[src/rtl/char_buffer_ctrl_pkg.sv]
// Shared constants for the text-mode character overlay: screen geometry,
// the blank fill code and the control codes understood by the controller.
package char_buffer_ctrl_pkg;

    localparam int          TEXT_COLS  = 16;
    localparam int          TEXT_ROWS  = 16;
    localparam logic [7:0]  CHAR_BLANK = 8'h20;

    localparam logic [7:0]  CC_CR = 8'h0D;
    localparam logic [7:0]  CC_LF = 8'h0A;
    localparam logic [7:0]  CC_BS = 8'h08;
    localparam logic [7:0]  CC_FF = 8'h0C;

    // Printable ASCII range that is stored verbatim in the buffer.
    function automatic logic is_printable(input logic [7:0] c);
        return (c >= 8'h20) && (c <= 8'h7E);
    endfunction

endpackage

[src/rtl/char_buffer_ctrl_text_ram.sv]
// Character-code store: simple dual-port RAM, synchronous read.
// A read and a write to the same address in one cycle return the old data.
module text_ram #(
    parameter int AW = 8,
    parameter int DW = 8
) (
    input  logic          clk,
    input  logic          we,
    input  logic [AW-1:0] waddr,
    input  logic [DW-1:0] wdata,
    input  logic [AW-1:0] raddr,
    output logic [DW-1:0] rdata
);

    logic [DW-1:0] mem [2**AW];

    // Write port and registered read port; non-blocking update gives read-first.
    always_ff @(posedge clk) begin
        if (we) begin
            mem[waddr] <= wdata;
        end
        rdata <= mem[raddr];
    end

endmodule

[src/rtl/char_buffer_ctrl.sv]
// Text-mode screen controller for the character overlay. Interprets an ASCII
// byte stream, keeps the cursor, owns the buffer write port and serves the
// overlay's {row,col} read address with the stored character code.
module char_buffer_ctrl
    import char_buffer_ctrl_pkg::*;
#(
    parameter int         COLS  = TEXT_COLS,
    parameter int         ROWS  = TEXT_ROWS,
    parameter logic [7:0] BLANK = CHAR_BLANK
) (
    input  logic                                  clk,
    input  logic                                  rst,
    input  logic [7:0]                            s_data,
    input  logic                                  s_valid,
    output logic                                  s_ready,
    input  logic [$clog2(ROWS)+$clog2(COLS)-1:0]  rd_addr,
    output logic [7:0]                            rd_code,
    output logic [$clog2(COLS)-1:0]               cursor_x,
    output logic [$clog2(ROWS)-1:0]               cursor_y,
    output logic                                  busy
);

    localparam int CW = $clog2(COLS);
    localparam int RW = $clog2(ROWS);
    localparam int AW = CW + RW;

    localparam logic [CW-1:0] COL_LAST = CW'(COLS - 1);
    localparam logic [AW-1:0] CNT_LAST = AW'((2**AW) - 1);

    typedef enum logic [1:0] {
        ST_IDLE    = 2'd0,
        ST_CLR_ALL = 2'd1,
        ST_CLR_ROW = 2'd2
    } buf_state_t;

    buf_state_t     state_r, state_nx;
    logic [CW-1:0]  cx_r, cx_nx;
    logic [RW-1:0]  cy_r, cy_nx;
    logic [AW-1:0]  cnt_r, cnt_nx;
    logic           ready_r;
    logic           busy_r;
    logic           rd_en_r;

    logic           hs_s;
    logic           we_s;
    logic [AW-1:0]  waddr_s;
    logic [7:0]     wdata_s;
    logic [7:0]     rdata_s;

    assign hs_s = s_valid && ready_r;

    // Next-state, cursor and buffer-write decode for the clear sweeps and byte handling.
    always_comb begin
        state_nx = state_r;
        cx_nx    = cx_r;
        cy_nx    = cy_r;
        cnt_nx   = cnt_r;
        we_s     = 1'b0;
        waddr_s  = {cy_r, cx_r};
        wdata_s  = s_data;

        case (state_r)
            ST_CLR_ALL: begin
                we_s    = 1'b1;
                waddr_s = cnt_r;
                wdata_s = BLANK;
                if (cnt_r == CNT_LAST) begin
                    state_nx = ST_IDLE;
                    cnt_nx   = '0;
                end else begin
                    cnt_nx   = cnt_r + AW'(1);
                end
            end

            ST_CLR_ROW: begin
                we_s    = 1'b1;
                waddr_s = {cy_r, cnt_r[CW-1:0]};
                wdata_s = BLANK;
                if (cnt_r[CW-1:0] == COL_LAST) begin
                    state_nx = ST_IDLE;
                    cnt_nx   = '0;
                end else begin
                    cnt_nx   = cnt_r + AW'(1);
                end
            end

            ST_IDLE: begin
                cnt_nx = '0;
                if (hs_s) begin
                    if (is_printable(s_data)) begin
                        we_s = 1'b1;
                        if (cx_r != COL_LAST) begin
                            cx_nx = cx_r + CW'(1);
                        end else begin
                            // Line wrap: the new row is blanked before more text lands.
                            cx_nx    = '0;
                            cy_nx    = cy_r + RW'(1);
                            state_nx = ST_CLR_ROW;
                        end
                    end else if (s_data == CC_CR) begin
                        cx_nx = '0;
                    end else if (s_data == CC_LF) begin
                        cx_nx    = '0;
                        cy_nx    = cy_r + RW'(1);
                        state_nx = ST_CLR_ROW;
                    end else if (s_data == CC_BS) begin
                        if (cx_r != '0) begin
                            cx_nx   = cx_r - CW'(1);
                            we_s    = 1'b1;
                            waddr_s = {cy_r, cx_r - CW'(1)};
                            wdata_s = BLANK;
                        end else begin
                            cx_nx = cx_r;
                        end
                    end else if (s_data == CC_FF) begin
                        cx_nx    = '0;
                        cy_nx    = '0;
                        state_nx = ST_CLR_ALL;
                    end else begin
                        // Unknown control or non-ASCII byte: consumed without effect.
                        state_nx = ST_IDLE;
                    end
                end else begin
                    state_nx = ST_IDLE;
                end
            end

            default: begin
                state_nx = ST_CLR_ALL;
                cnt_nx   = '0;
            end
        endcase
    end

    // State, cursor, sweep counter and registered status flags.
    always_ff @(posedge clk or posedge rst) begin
        if (rst) begin
            state_r <= ST_CLR_ALL;
            cx_r    <= '0;
            cy_r    <= '0;
            cnt_r   <= '0;
            ready_r <= 1'b0;
            busy_r  <= 1'b1;
            rd_en_r <= 1'b0;
        end else begin
            state_r <= state_nx;
            cx_r    <= cx_nx;
            cy_r    <= cy_nx;
            cnt_r   <= cnt_nx;
            ready_r <= (state_nx == ST_IDLE);
            busy_r  <= (state_nx != ST_IDLE);
            rd_en_r <= 1'b1;
        end
    end

    text_ram #(
        .AW (AW),
        .DW (8)
    ) u_ram (
        .clk   (clk),
        .we    (we_s),
        .waddr (waddr_s),
        .wdata (wdata_s),
        .raddr (rd_addr),
        .rdata (rdata_s)
    );

    // The RAM data register has no reset; hold the read output at zero until
    // the first clock after reset has loaded it.
    assign rd_code  = rd_en_r ? rdata_s : 8'h00;
    assign s_ready  = ready_r;
    assign busy     = busy_r;
    assign cursor_x = cx_r;
    assign cursor_y = cy_r;

endmodule

[config.mk]
export PLATFORM = sky130hd
export DESIGN_NAME = char_buffer_ctrl
export DESIGN_NICKNAME = d
export VERILOG_FILES = /design/src/rtl/char_buffer_ctrl_pkg.sv /design/src/rtl/char_buffer_ctrl_text_ram.sv /design/src/rtl/char_buffer_ctrl.sv
export SDC_FILE = /design/constraint.sdc
export NUM_CORES = 2
export LEC_CHECK = 0
export ABC_CLOCK_PERIOD_IN_PS = 11900
export BUFFER_PORTS_ARGS = -buffer_cell sky130_fd_sc_hd__buf_2
export CAP_MARGIN = 10
export CORE_UTILIZATION = 45
export CTS_CLUSTER_DIAMETER = 80
export DETAILED_ROUTE_END_ITERATION = 16
export GPL_ROUTABILITY_DRIVEN = 0
export SETUP_SLACK_MARGIN = 0.5
export SLEW_MARGIN = 15
export SYNTH_ARGS = -nofsm -noshare
export SYNTH_HDL_FRONTEND = slang
export SYNTH_SLANG_ARGS = --single-unit
[constraint.sdc]
create_clock -name clk -period 11.9 [get_ports clk]
set_input_delay 1.785 -clock clk [delete_from_list [all_inputs] [get_ports clk]]
set_output_delay 1.785 -clock clk [all_outputs]
set_load 0.02 [all_outputs]
==> run metrics <==
final wirelength 209000 µm; # setup viols final 0; layout cell share with drive strength beyond 1 25.0%; Least-Margin Pin Slew 1.18 ns; All-Layer GR Usage a little under a quarter; Post-DP HPWL 121000 µm; Rel. slew slack 21.3%; DR vias/cell 6.25; GRT overflow 0; number of flops mapped to enable cells by yosys slightly above 2000; max-slew violation count 0; DIE AREA 183000 µm²; worst-path maximum fanout 43; Reg2Reg Setup Slack 6.64 ns; Mapped Cells 4029; clk root buf clkbuf_16; io pins 37; # clock sinks 2077; std cell rows 155; Setup crit end kind register; commonest non-fill, non-tap cell in the layout edfxtp_1; Critical Path Source Type input pin; vias in the first global route 42300; Worst Path Class, Setup in -> reg; largest net degree at the start of global routing 194; CTS Buffer Depth 3; Initial Util approximately 45%; htree depth 4; WL/cell 31.1 µm; CTS Hold Bufs 0; postcts setup bufs 0; classification of the worst-slack hold path reg -> reg; number of synthesis warnings 0; Syn-to-layout area delta 13.4%; flops & latches, synth 2077; worst endpoint data arrival time roughly 6.5 ns; outcome finished clean; Placed Cells 6361; # port buffers 36; cts repair resizes 0; syn nets 4057; Async SR Flop Fraction 1.01%; leakage power 28.7 nW; CTS tree built; Max Fclk 0.167 GHz; pwr dens 170 nW/µm²; VDD IR max roughly 0.13 mV; DR iter-0 viols about 4800; Tcrit/Tclk final 50.3%; setup TNS 0 ns; first-pass GRT wire length ~300000 µm; remaining antenna violation count 0; post-synthesis sequential area ratio 76.4%; Die H 427 µm; First-pass DRT Iterations 5; Die X approximately 430 µm; total core area 179000 µm²; Final #Nets between 4000 and 5000; DRC 0; final cell count without fillers 6744; DR vias roughly 42000; CTS Buf Count 204; Period minus WS final 5.99 ns; Fin Clk Skew 0.0269 ns; endpoints failing hold 0; Unique masters post-synth 64; highest-count cells in the layout ignoring fill and taps 2048 x edfxtp_1, 440 x mux4_2, 224 x buf_4, 204 x clkbuf_16, 192 x nor4_1; Max-cap violations 0; Avg Cell Area, Syn 20.2 µm²; CTS clk-pin slew, worst paths 0.06 ns; Clk Latency, worst-skew pair between 0.8 and 0.9 ns; unrepaired setup endpoints after global routing no; Synth Flop Type edfxtp_1; number of fill cells 14200; initial antenna violation count 3; WP data required 12.36 ns; synthesized cell area 81400 µm²
[layout make-up]
| cell class | count | area (µm²) | area share, % |
|---|---|---|---|
| Timing Repair Buffer | 273 | 2140 | 2.32 |
| Antenna cell | 2 | 5.00 | 0.00542 |
| Clock buffer | 245 | 5290 | 5.73 |
| Inverter | 11 | 41.3 | 0.0447 |
| Sequential cell | 2077 | 62200 | 67.3 |
| Multi-Input combinational cell | 1646 | 18500 | 20.0 |
| Tap cell | 2355 | 2950 | 3.19 |
| Clock inverter | 135 | 1260 | 1.37 |
[registers in the layout, indices dropped and copies added, names as in the netlist]
name,flops
u_ram.rdata,8
cnt_r,8
s_ready,1
rd_en_r,1
cursor_x,4
busy,1
u_ram.mem,2048
state_r,2
cursor_y,4
[through the flow]
step	setup slack [ns]	util, %	power [W]	hold WS [ns]	instance area, µm²
floorplan	2.13	-	0.00901	0.465	81400
global placement	5.19	47.8	0.00954	0.510	85700
detailed placement	5.04	47.8	0.00955	0.509	85700
CTS	5.95	51.5	0.0158	0.521	92200
global route	5.72	51.5	0.0161	0.560	92300
finish	5.91	51.5	0.0157	0.523	92300
[power breakdown]
part,switching (W),internal (W),leakage (nW),total [W]
Sequential,0.0000243,0.00811,18.8,0.00813
Combinational,0.000966,0.000303,6.76,0.00127
Clock,0.00280,0.00353,3.17,0.00634
[metal layers]
metal,vias up,share of wire [%],track usage (%)
met4,2,2.3,6.09
li1,17500,-,-
met5,-,0.0062,0
met1,22500,42,34.1
met3,273,8.9,4.75
met2,1934,46,35.3
[synth_stat cells (8+ instances only)]
master / n / share of area, %
a31oi_1: 8 / 0.061
o22ai_1: 34 / 0.26
nand3_1: 18 / 0.11
clkbuf_1: 175 / 0.81
and3_1: 8 / 0.061
a21oi_1: 110 / 0.68
nand2_1: 67 / 0.31
o21ai_0: 25 / 0.15
a221oi_1: 10 / 0.11
nor4_1: 226 / 1.7
buf_2: 79 / 0.49
o221ai_1: 38 / 0.41
nor3_1: 106 / 0.65
inv_1: 11 / 0.051
edfxtp_1: 2048 / 76
dfrtp_1: 19 / 0.58
mux4_2: 440 / 12
nand2b_1: 16 / 0.12
nor2_1: 58 / 0.27
ha_1: 9 / 0.14
a22oi_1: 153 / 1.4
nor2b_1: 27 / 0.21
buf_1: 41 / 0.19
mux2i_1: 157 / 1.9
o211ai_1: 11 / 0.10
and2_1: 18 / 0.14
dfxtp_1: 8 / 0.20
a211oi_1: 23 / 0.21
[worst max-delay path: stages]
cell and delay [ns]:
buf_2 0.11, or4_1 0.64, or4_1 0.72, nor4_4 0.48
mux2i_1 0.56, o221ai_4 0.18, buf_4 0.31, buf_4 0.50
nor3_1 1.05
[path summary, 6_finish.rpt]
| path | depth (start not counted) | from | end |
|---|---|---|---|
| max | 9 | s_data[7] | u_ram.mem[206][6]$_DFFE_PP_ |
| min | 1 | cnt_r[0]$_DFF_PP0_ | cnt_r[0]$_DFF_PP0_ |
| max in group asynchronous | 2 | rst | cursor_x[1]$_DFFE_PP0P_ |
| max reg2reg | 9 | cursor_x[0]$_DFFE_PP0P_ | u_ram.mem[234][7]$_DFFE_PP_ |
| min in group asynchronous | 2 | rst | cnt_r[4]$_DFF_PP0_ |
| min reg2reg | 1 | cnt_r[0]$_DFF_PP0_ | cnt_r[0]$_DFF_PP0_ |
[cell families (layout without fill, tap and decap cells)]
kind of cell	after synthesis	in the layout	synth area share, %
compound gates	455	455	3.86
xor+xnor	7	7	0.0753
fa+ha+maj	9	9	0.138
buf+inv	306	664	1.53
flops	2077	2077	76.4
mux	601	601	14.2
other cells	1	3	0.00460
simple gates	573	573	3.89
(Power assumes the default switching activity.)
